[config.mk]
export PLATFORM = sky130hd
export DESIGN_NAME = dualshock_poll_sequencer
export DESIGN_NICKNAME = d
export VERILOG_FILES = /design/src/rtl/dualshock_poll_sequencer.sv
export SDC_FILE = /design/constraint.sdc
export NUM_CORES = 1
export LEC_CHECK = 0
export ABC_AREA = 1
export CORE_MARGIN = 3
export CORE_UTILIZATION = 50
export CTS_CLUSTER_SIZE = 20
export DETAILED_ROUTE_END_ITERATION = 16
export GPL_ROUTABILITY_DRIVEN = 0
export PLACE_DENSITY = 0.74
export SLEW_MARGIN = 40
export SYNTH_ARGS = -nofsm -noshare
export SYNTH_HDL_FRONTEND = slang
export SYNTH_SLANG_ARGS = --single-unit
[constraint.sdc]
create_clock -name clk_p -period 2.6 [get_ports clk_p]
set_input_delay 0.39 -clock clk_p [delete_from_list [all_inputs] [get_ports clk_p]]
set_output_delay 0.39 -clock clk_p [all_outputs]
set_load 0.005 [all_outputs]
[src/rtl/dualshock_poll_sequencer.sv]
`default_nettype none
// ============================================================================
// Module   : dualshock_poll_sequencer
// Purpose  : Runs one digital-mode 0x01/0x42 poll of a DualShock pad for each
//            poll request. It drives the pad bus, shifts in the reply and
//            validates the ID. It then publishes active-high button state in
//            DualShock order and in the packed NES order.
// Ports    : clk_p    - pixel clock, all logic on rising edge
//            reset    - asynchronous, active-high
//            poll_req - single-cycle poll request pulse
//            ps_miso  - pad data out (pulled up)
//            ps_clk   - pad clock, idle high
//            ps_sel   - pad attention, active-low
//            ps_mosi  - pad command data, LSB first
//            busy     - poll in progress (acceptance until valid)
//            valid    - one-cycle pulse at poll completion
//            link_ok  - last poll returned a recognised ID
//            buttons  - {~byte4, ~byte3}, active-high
//            nes_btn  - {R, L, D, U, START, SELECT, B, A}
// Revision : 1.0 - initial release
// ============================================================================
module dualshock_poll_sequencer #(
  parameter int HALF_BIT  = 50,
  parameter int NUM_BYTES = 5,
  parameter int GAP_BITS  = 1,
  parameter int MAX_FAILS = 3
) (
  input  logic        clk_p,
  input  logic        reset,
  input  logic        poll_req,
  input  logic        ps_miso,
  output logic        ps_clk,
  output logic        ps_sel,
  output logic        ps_mosi,
  output logic        busy,
  output logic        valid,
  output logic        link_ok,
  output logic [15:0] buttons,
  output logic [7:0]  nes_btn
);

  localparam logic [2:0] S_IDLE   = 3'd0;
  localparam logic [2:0] S_SETUP  = 3'd1;
  localparam logic [2:0] S_BIT_LO = 3'd2;
  localparam logic [2:0] S_BIT_HI = 3'd3;
  localparam logic [2:0] S_GAP    = 3'd4;
  localparam logic [2:0] S_HOLD   = 3'd5;

  localparam int FULL_CYC = 2 * HALF_BIT;
  localparam int GAP_CYC  = (GAP_BITS > 0) ? GAP_BITS * FULL_CYC : 1;
  localparam int CNT_MAX  = (GAP_CYC > FULL_CYC) ? GAP_CYC : FULL_CYC;
  localparam int CNT_W    = $clog2(CNT_MAX + 1);
  localparam int BYTE_W   = $clog2(NUM_BYTES);
  localparam int FAIL_W   = $clog2(MAX_FAILS + 1);

  localparam logic [CNT_W-1:0]  HALF_END  = CNT_W'(HALF_BIT - 1);
  localparam logic [CNT_W-1:0]  FULL_END  = CNT_W'(FULL_CYC - 1);
  localparam logic [CNT_W-1:0]  GAP_END   = CNT_W'(GAP_CYC - 1);
  localparam logic [BYTE_W-1:0] LAST_BYTE = BYTE_W'(NUM_BYTES - 1);
  localparam logic [FAIL_W-1:0] FAIL_SAT  = FAIL_W'(MAX_FAILS);
  localparam logic [FAIL_W-1:0] FAIL_LAST = FAIL_W'(MAX_FAILS - 1);

  logic [2:0]        state;
  logic [CNT_W-1:0]  cnt;
  logic [BYTE_W-1:0] byte_idx;
  logic [2:0]        bit_idx;
  logic              pending;
  logic [FAIL_W-1:0] fail_cnt;
  logic              miso_meta;
  logic              miso_sync;
  logic [7:0]        rx_sh;
  logic [7:0]        rx_id;
  logic [7:0]        rx_sig;
  logic [7:0]        rx_b3;
  logic [7:0]        rx_b4;
  logic              id_good;
  logic [15:0]       new_buttons;

  // Command bytes: 0x01 (start), 0x42 (read data), then zeros.
  function automatic logic tx_bit(input logic [BYTE_W-1:0] b, input logic [2:0] i);
    logic [7:0] v;
    v = 8'h00;
    if (b == BYTE_W'(0)) v = 8'h01;
    else if (b == BYTE_W'(1)) v = 8'h42;
    return v[i];
  endfunction

  function automatic logic [7:0] nes_of(input logic [15:0] b);
    return {b[5], b[7], b[6], b[4], b[3], b[0], b[14], b[13]};
  endfunction

  assign id_good     = ((rx_id == 8'h41) || (rx_id == 8'h73)) && (rx_sig == 8'h5A);
  assign new_buttons = {~rx_b4, ~rx_b3};

  always_ff @(posedge clk_p or posedge reset) begin
    if (reset) begin
      miso_meta <= 1'b1;
      miso_sync <= 1'b1;
    end else begin
      miso_meta <= ps_miso;
      miso_sync <= miso_meta;
    end
  end

  always_ff @(posedge clk_p or posedge reset) begin
    if (reset) begin
      state    <= S_IDLE;
      cnt      <= '0;
      byte_idx <= '0;
      bit_idx  <= '0;
      pending  <= 1'b0;
      fail_cnt <= '0;
      ps_clk   <= 1'b1;
      ps_sel   <= 1'b1;
      ps_mosi  <= 1'b1;
      busy     <= 1'b0;
      valid    <= 1'b0;
      link_ok  <= 1'b0;
      buttons  <= '0;
      nes_btn  <= '0;
      rx_sh    <= 8'hFF;
      rx_id    <= 8'hFF;
      rx_sig   <= 8'hFF;
      rx_b3    <= 8'hFF;
      rx_b4    <= 8'hFF;
    end else begin
      valid <= 1'b0;
      // One-deep request memory; also catches a request on the final edge.
      if (poll_req && (state != S_IDLE)) pending <= 1'b1;

      case (state)
        S_IDLE: begin
          if (poll_req || pending) begin
            state    <= S_SETUP;
            ps_sel   <= 1'b0;
            busy     <= 1'b1;
            pending  <= 1'b0;
            byte_idx <= '0;
            bit_idx  <= '0;
            cnt      <= '0;
          end
        end

        S_SETUP: begin
          if (cnt == FULL_END) begin
            state   <= S_BIT_LO;
            ps_clk  <= 1'b0;
            ps_mosi <= tx_bit(byte_idx, bit_idx);
            cnt     <= '0;
          end else begin
            cnt <= cnt + 1'b1;
          end
        end

        S_BIT_LO: begin
          if (cnt == HALF_END) begin
            state  <= S_BIT_HI;
            ps_clk <= 1'b1;
            rx_sh  <= {miso_sync, rx_sh[7:1]};
            cnt    <= '0;
          end else begin
            cnt <= cnt + 1'b1;
          end
        end

        S_BIT_HI: begin
          if (cnt == HALF_END) begin
            cnt <= '0;
            if (bit_idx != 3'd7) begin
              bit_idx <= bit_idx + 3'd1;
              state   <= S_BIT_LO;
              ps_clk  <= 1'b0;
              ps_mosi <= tx_bit(byte_idx, bit_idx + 3'd1);
            end else begin
              // Byte complete: keep the ones the result depends on.
              if (byte_idx == BYTE_W'(1)) rx_id  <= rx_sh;
              if (byte_idx == BYTE_W'(2)) rx_sig <= rx_sh;
              if (byte_idx == BYTE_W'(3)) rx_b3  <= rx_sh;
              if (byte_idx == BYTE_W'(4)) rx_b4  <= rx_sh;
              if (byte_idx != LAST_BYTE) begin
                byte_idx <= byte_idx + 1'b1;
                bit_idx  <= '0;
                state    <= S_GAP;
                ps_mosi  <= 1'b1;
              end else begin
                state <= S_HOLD;
              end
            end
          end else begin
            cnt <= cnt + 1'b1;
          end
        end

        S_GAP: begin
          if ((GAP_BITS == 0) || (cnt == GAP_END)) begin
            state   <= S_BIT_LO;
            ps_clk  <= 1'b0;
            ps_mosi <= tx_bit(byte_idx, bit_idx);
            cnt     <= '0;
          end else begin
            cnt <= cnt + 1'b1;
          end
        end

        S_HOLD: begin
          if (cnt == FULL_END) begin
            state   <= S_IDLE;
            cnt     <= '0;
            ps_sel  <= 1'b1;
            ps_mosi <= 1'b1;
            busy    <= 1'b0;
            valid   <= 1'b1;
            if (id_good) begin
              buttons  <= new_buttons;
              nes_btn  <= nes_of(new_buttons);
              link_ok  <= 1'b1;
              fail_cnt <= '0;
            end else begin
              link_ok <= 1'b0;
              if (fail_cnt < FAIL_SAT) fail_cnt <= fail_cnt + 1'b1;
              // This bad poll brings the count to the limit: release all.
              if (fail_cnt >= FAIL_LAST) begin
                buttons <= '0;
                nes_btn <= '0;
              end
            end
          end else begin
            cnt <= cnt + 1'b1;
          end
        end

        default: begin
          state  <= S_IDLE;
          ps_sel <= 1'b1;
          ps_clk <= 1'b1;
          busy   <= 1'b0;
        end
      endcase
    end
  end

endmodule
`default_nettype wire

After elaboration in Yosys (flattened, before gate mapping)
Cells that the tools add are included.
{"block": "totals", "register_bits": 91, "in_bits": 4}
{"block": "op_classes", "bitwise": 5, "magnitude_cmp": 4, "muxes": 63, "n_eq_ne": 27, "n_addsub": 4, "n_reduce_logical": 32}
{"op": "8-bit two-way mux", "count": 8}
{"op": "3-bit two-way mux", "count": 13}
{"op": "7-bit two-way mux", "count": 5}
{"op": "16-bit two-way mux", "count": 2}
{"op": "8-bit by 7-bit equality test with 1-bit output, second input constant", "count": 3}
{"op": "1-bit two-way mux", "count": 22}
{"op": "7-bit case mux with 3 select lines", "count": 1}
{"op": "4-bit AND reduction", "count": 5}
{"op": "2-bit inequality test, second input constant", "count": 9}
{"op": "8-bit NOT", "count": 2}
{"op": "3-bit case mux with 5 select lines", "count": 1}
{"op": "5-bit AND reduction", "count": 3}
{"op": "3-bit by 2-bit equality test with 1-bit output, second input constant", "count": 4}
{"op": "3-bit case mux with 2 select lines", "count": 2}
{"op": "1-bit binary-select mux with 3-bit select", "count": 3}
{"op": "3-bit equality test, second input constant", "count": 3}
{"op": "3-bit inequality test, second input constant", "count": 3}
{"op": "3-bit AND reduction", "count": 3}
{"op": "3-bit by 4-bit less-than comparator with 1-bit output, second input constant", "count": 2}
{"op": "1-bit case mux with 4 select lines", "count": 2}
{"op": "7-bit by 1-bit adder with 7-bit output, second input constant", "count": 1}
{"op": "7-bit by 6-bit equality test with 1-bit output, second input constant", "count": 1}
{"op": "7-bit equality test, second input constant", "count": 1}
{"op": "3-bit by 1-bit adder with 3-bit output, second input constant", "count": 2}
{"op": "other kinds (19)", "count": 34}

Longest topological paths before layout
{"block": "logic_depth", "ltp_word": 11, "mapped_depth": 10}

Worst setup path after synthesis
Ideal clock, no wire load.
{"block": "synth_timing", "path_kind": "register to register", "from": "reg bit_idx[0]", "to": "reg rx_b3[0]", "t_required_ns": 2.528, "path_stages_with_launch": 11, "arrival_ns": 1.514, "synth_period_minus_slack_ns": 1.586, "path_slack_ns": 1.014, "path_cell_list": "dfrtp_1 ha_1 ha_1 inv_1 nor2_2 inv_2 nor2_4 nand2_2 buf_2 nand2_1 o21ai_1"}
{"block": "synth_between", "elab_chain_cells": 3}
{"item": "start, declared", "line": "66", "text": "logic [2:0] bit_idx;"}
{"item": "start signal, assigned", "line": "170", "text": "bit_idx <= bit_idx + 3'd1;"}
{"item": "3-bit inequality test", "line": "169", "text": "if (bit_idx != 3'd7) begin"}
{"item": "1-bit NOT (no source line)"}
{"item": "4-bit AND reduction (no source line)"}
{"item": "end signal, assigned", "line": "178", "text": "if (byte_idx == BYTE_W'(3)) rx_b3 <= rx_sh;"}
{"item": "end, declared", "line": "74", "text": "logic [7:0] rx_b3;"}
No other way between the ends.
A chain may end at the register's enable or synchronous reset.

Worst setup path after layout
{"block": "layout_timing", "from": "reg state[0]", "to": "reg bit_idx[1]"}
{"block": "layout_between", "elab_chain_cells": 3, "elab_cells_between_ends": 8, "classes_between": "eq/ne: 4; mux: 1; reduce/logical: 3"}
{"item": "start, declared", "line": "63", "text": "logic [2:0] state;"}
{"item": "start signal, assigned", "line": "107", "text": "state <= S_IDLE;"}
{"item": "start signal, assigned", "line": "134", "text": "state <= S_SETUP;"}
{"item": "start signal, assigned", "line": "146", "text": "state <= S_BIT_LO;"}
{"item": "3-bit by 2-bit equality test with 1-bit output / 3-bit zero test (equally long branches)", "line": "131", "text": "case (state)"}
{"item": "3-bit inequality test (no source line) (tied with other cells)"}
{"item": "4-bit AND reduction (no source line)"}
Several ways; a longest one is shown, not always the timed one.

==> impl_results.md <==
* Reg2reg start: state[0]
* DRC at 0
* Setup violators final at 0
* Antenna diode count at 0
* Global-route wire length before repair at 13,000 um
* RSZ-0062 raised after global routing: false
* Largest vdd supply drop at 0.000253 V
* Finished Core Util at 58.8%
* TritonCTS Buffers at 9
* Initial Util at 51.5%
* DRT antenna net count at 0
* Initial DRC Count at 220
* Pleak at 2.08 nW
* Worst-Skew Late Latency at 0.36 ns
* DP HPWL at 5560 um
* Sequential area share after synthesis at 53.3%
* Nets@finish at 526
* Syn avg cell area at 8.34 um^2
* DIE AREA at 9120 um^2
* Share of layout cells above drive strength 1 at 16.1%
* CTS tree: done
* Via count at 3,100
* Worst path required time at 2.82 ns
* Routed Wire Length at 7720 um
* Largest net degree at the start of global routing at 56
* Clk_skew at 0.0138 ns
* Final hold viol count at 0
* Most used DFF post-synth: dfstp_2
* Clock transition at path regs at 0.09 ns
* Crit end category: register
* Cts hold-fix bufs at 0
* Tightest Hold Check Type: in -> async
* Post-CTS Setup Inserts at 0
* Die span in x at 95.5 um
* CORE AREA at 7770 um^2
* Share of the synthesized area in the top cell type at 29.5%
* PwrDens at 478 nW/um^2
* Setup tns final at 0 ns
* Max-slew violation count at 0
* Cells taking the most area after synthesis: dfstp_2, dfrtp_1, nand2_1
* PortBufs at 33
* Post-synthesis instance area at 4000 um^2
* H-tree Lvls at 3
* Worst EP arrival at 2.06 ns
* Post-Synthesis Net Count at 495
* Yosys reg bits at 83
* Post-route minimum period at 1.84 ns
* Area Growth Syn to Fin at 14.1%
* Worst hold margin at 0.286 ns
* Ports at 34
* Number of flops mapped to enable cells by yosys at 0
* Routed WL per cell at 12.5 um
* Yosys top cell by area: dfstp_2
* Crit. Startpoint: state[0]
* Status: completed
* PostCTS Resize Cnt at 0
* Number of global-route vias before repair at 2,802
* CP Launch Type: register
* Synth cell count leaders: nand2_1, inv_1, dfstp_2
* CTS Root Cell: clkbuf_8
* Synth unique cells at 31
* Relative slew slack at 70.0%
* Most common cell in the netlist: nand2_1
* Max-cap violations at 0
* GRT overflow at 0
* Max frequency at 0.544 GHz
* First-pass iteration count of the detailed router at 5
* Async SR Flop Fraction at 100%
* Post-Synthesis Cells at 480
* CP Class: reg -> reg
* Die Height at 95.5 um
* Final period util at 70.7%
* Routed vias/inst at 5.02
* Design Power at 2.18 mW
* CTS Sinks at 83
* FF-to-FF path depth at 6
* Site row count at 32
* Initial antenna violation count at 0
* CTS Buffer Depth at 2
* Worst-path fanout max at 7
* All-layer global routing usage at 18.3%
* Worst slew pin tran at 0.449 ns
* Yosys Warn Count at 0
layer usage:
metal,part of all wire [%],wire (um),vias to the layer above,track usage (%)
met5,0,0,-,0
met4,1.4,106,0,6.16
met3,4.0,312,8,3.79
met2,47,3640,78,28.7
met1,47,3660,1451,25.4
li1,-,-,1563,-
state kept, by name (all words and copies together), names as in the netlist, 2 cells and up:
| signal | count |
|---|---|
| buttons | 16 |
| cnt | 7 |
| fail_cnt | 2 |
| rx_sig | 8 |
| state | 3 |
| rx_id | 8 |
| byte_idx | 3 |
| rx_b4 | 8 |
| rx_sh | 8 |
| rx_b3 | 8 |
| bit_idx | 3 |
layout by cell type, fill, tap and decap left out:
cell type	count
nand4_1	3
nor2_4	2
o211ai_1	1
nand2_2	4
nand3_1	25
nor2_8	2
o21bai_1	1
xor2_1	2
nand3b_1	1
clkbuf_8	9
dfrtp_1	38
nand4_2	1
clkbuf_1	1
or2_2	1
nor3_1	3
inv_2	3
clkinvlp_4	2
clkdlybuf4s50_1	33
nor2_1	35
nor2_2	3
nand2_1	158
ha_1	11
inv_6	2
clkinv_2	2
o21ai_1	24
a21oi_1	3
inv_8	1
o22ai_1	1
buf_4	1
dfstp_2	45
inv_1	60
a31oi_1	1
inv_4	1
buf_12	1
o21ai_0	32
nand3_2	3
through the flow:
step | cell area, um^2 | setup WS [ns] | std cells
floorplan | 4000 | 0.148 | 480
global placement | 4390 | 0.811 | 602
detailed placement | 4390 | 0.751 | 602
CTS | 4570 | 0.742 | 618
global route | 4570 | 0.583 | 618
finish | 4570 | 0.762 | 618
layout make-up:
type / count / area, um^2
flip-flops and latches: 83 / 2130
clock buffers: 10 / 128
clock inverters: 6 / 48.8
repair buffers: 35 / 358
well taps: 102 / 128
multi-input cells: 317 / 1520
inverters: 65 / 248
fillers: 706 / 3200
power by group:
part / leakage (nW) / internal (mW) / switching (mW) / total, mW
registers: 0.965 / 1.30 / 0.000551 / 1.30
clock network: 0.0852 / 0.359 / 0.490 / 0.849
logic: 1.03 / 0.00863 / 0.0275 / 0.0361
total: 2.08 / 1.67 / 0.518 / 2.18
cell families after synthesis:
kind of cell | after synthesis | share of synthesized area, %
DFF | 83 | 53.3
xor gates and xnor gates | 2 | 0.438
buffers and inverters | 80 | 8.66
adders and majority gates | 11 | 3.44
and+or+nand+nor | 241 | 26.1
AOI/OAI and AO/OA | 63 | 8.06
worst max-delay path, cell delays in order, from the launching register on:
cell	delay, ns
dfrtp_1	0.48
nor2_1	0.22
nand2_1	0.18
nor2_1	0.36
inv_1	0.15
nand3_1	0.21
o21ai_0	0.12
path summary, 6_finish.rpt:
kind / to / slack [ns]
max: bit_idx[1] / 0.76
min: buttons[15] / 0.29
max reg2reg: bit_idx[1] / 0.76
min reg2reg: miso_sync / 0.36
max in group asynchronous: rx_sig[7] / 1.69
min in group clk_p: miso_sync / 0.36
(Power assumes the default switching activity.)
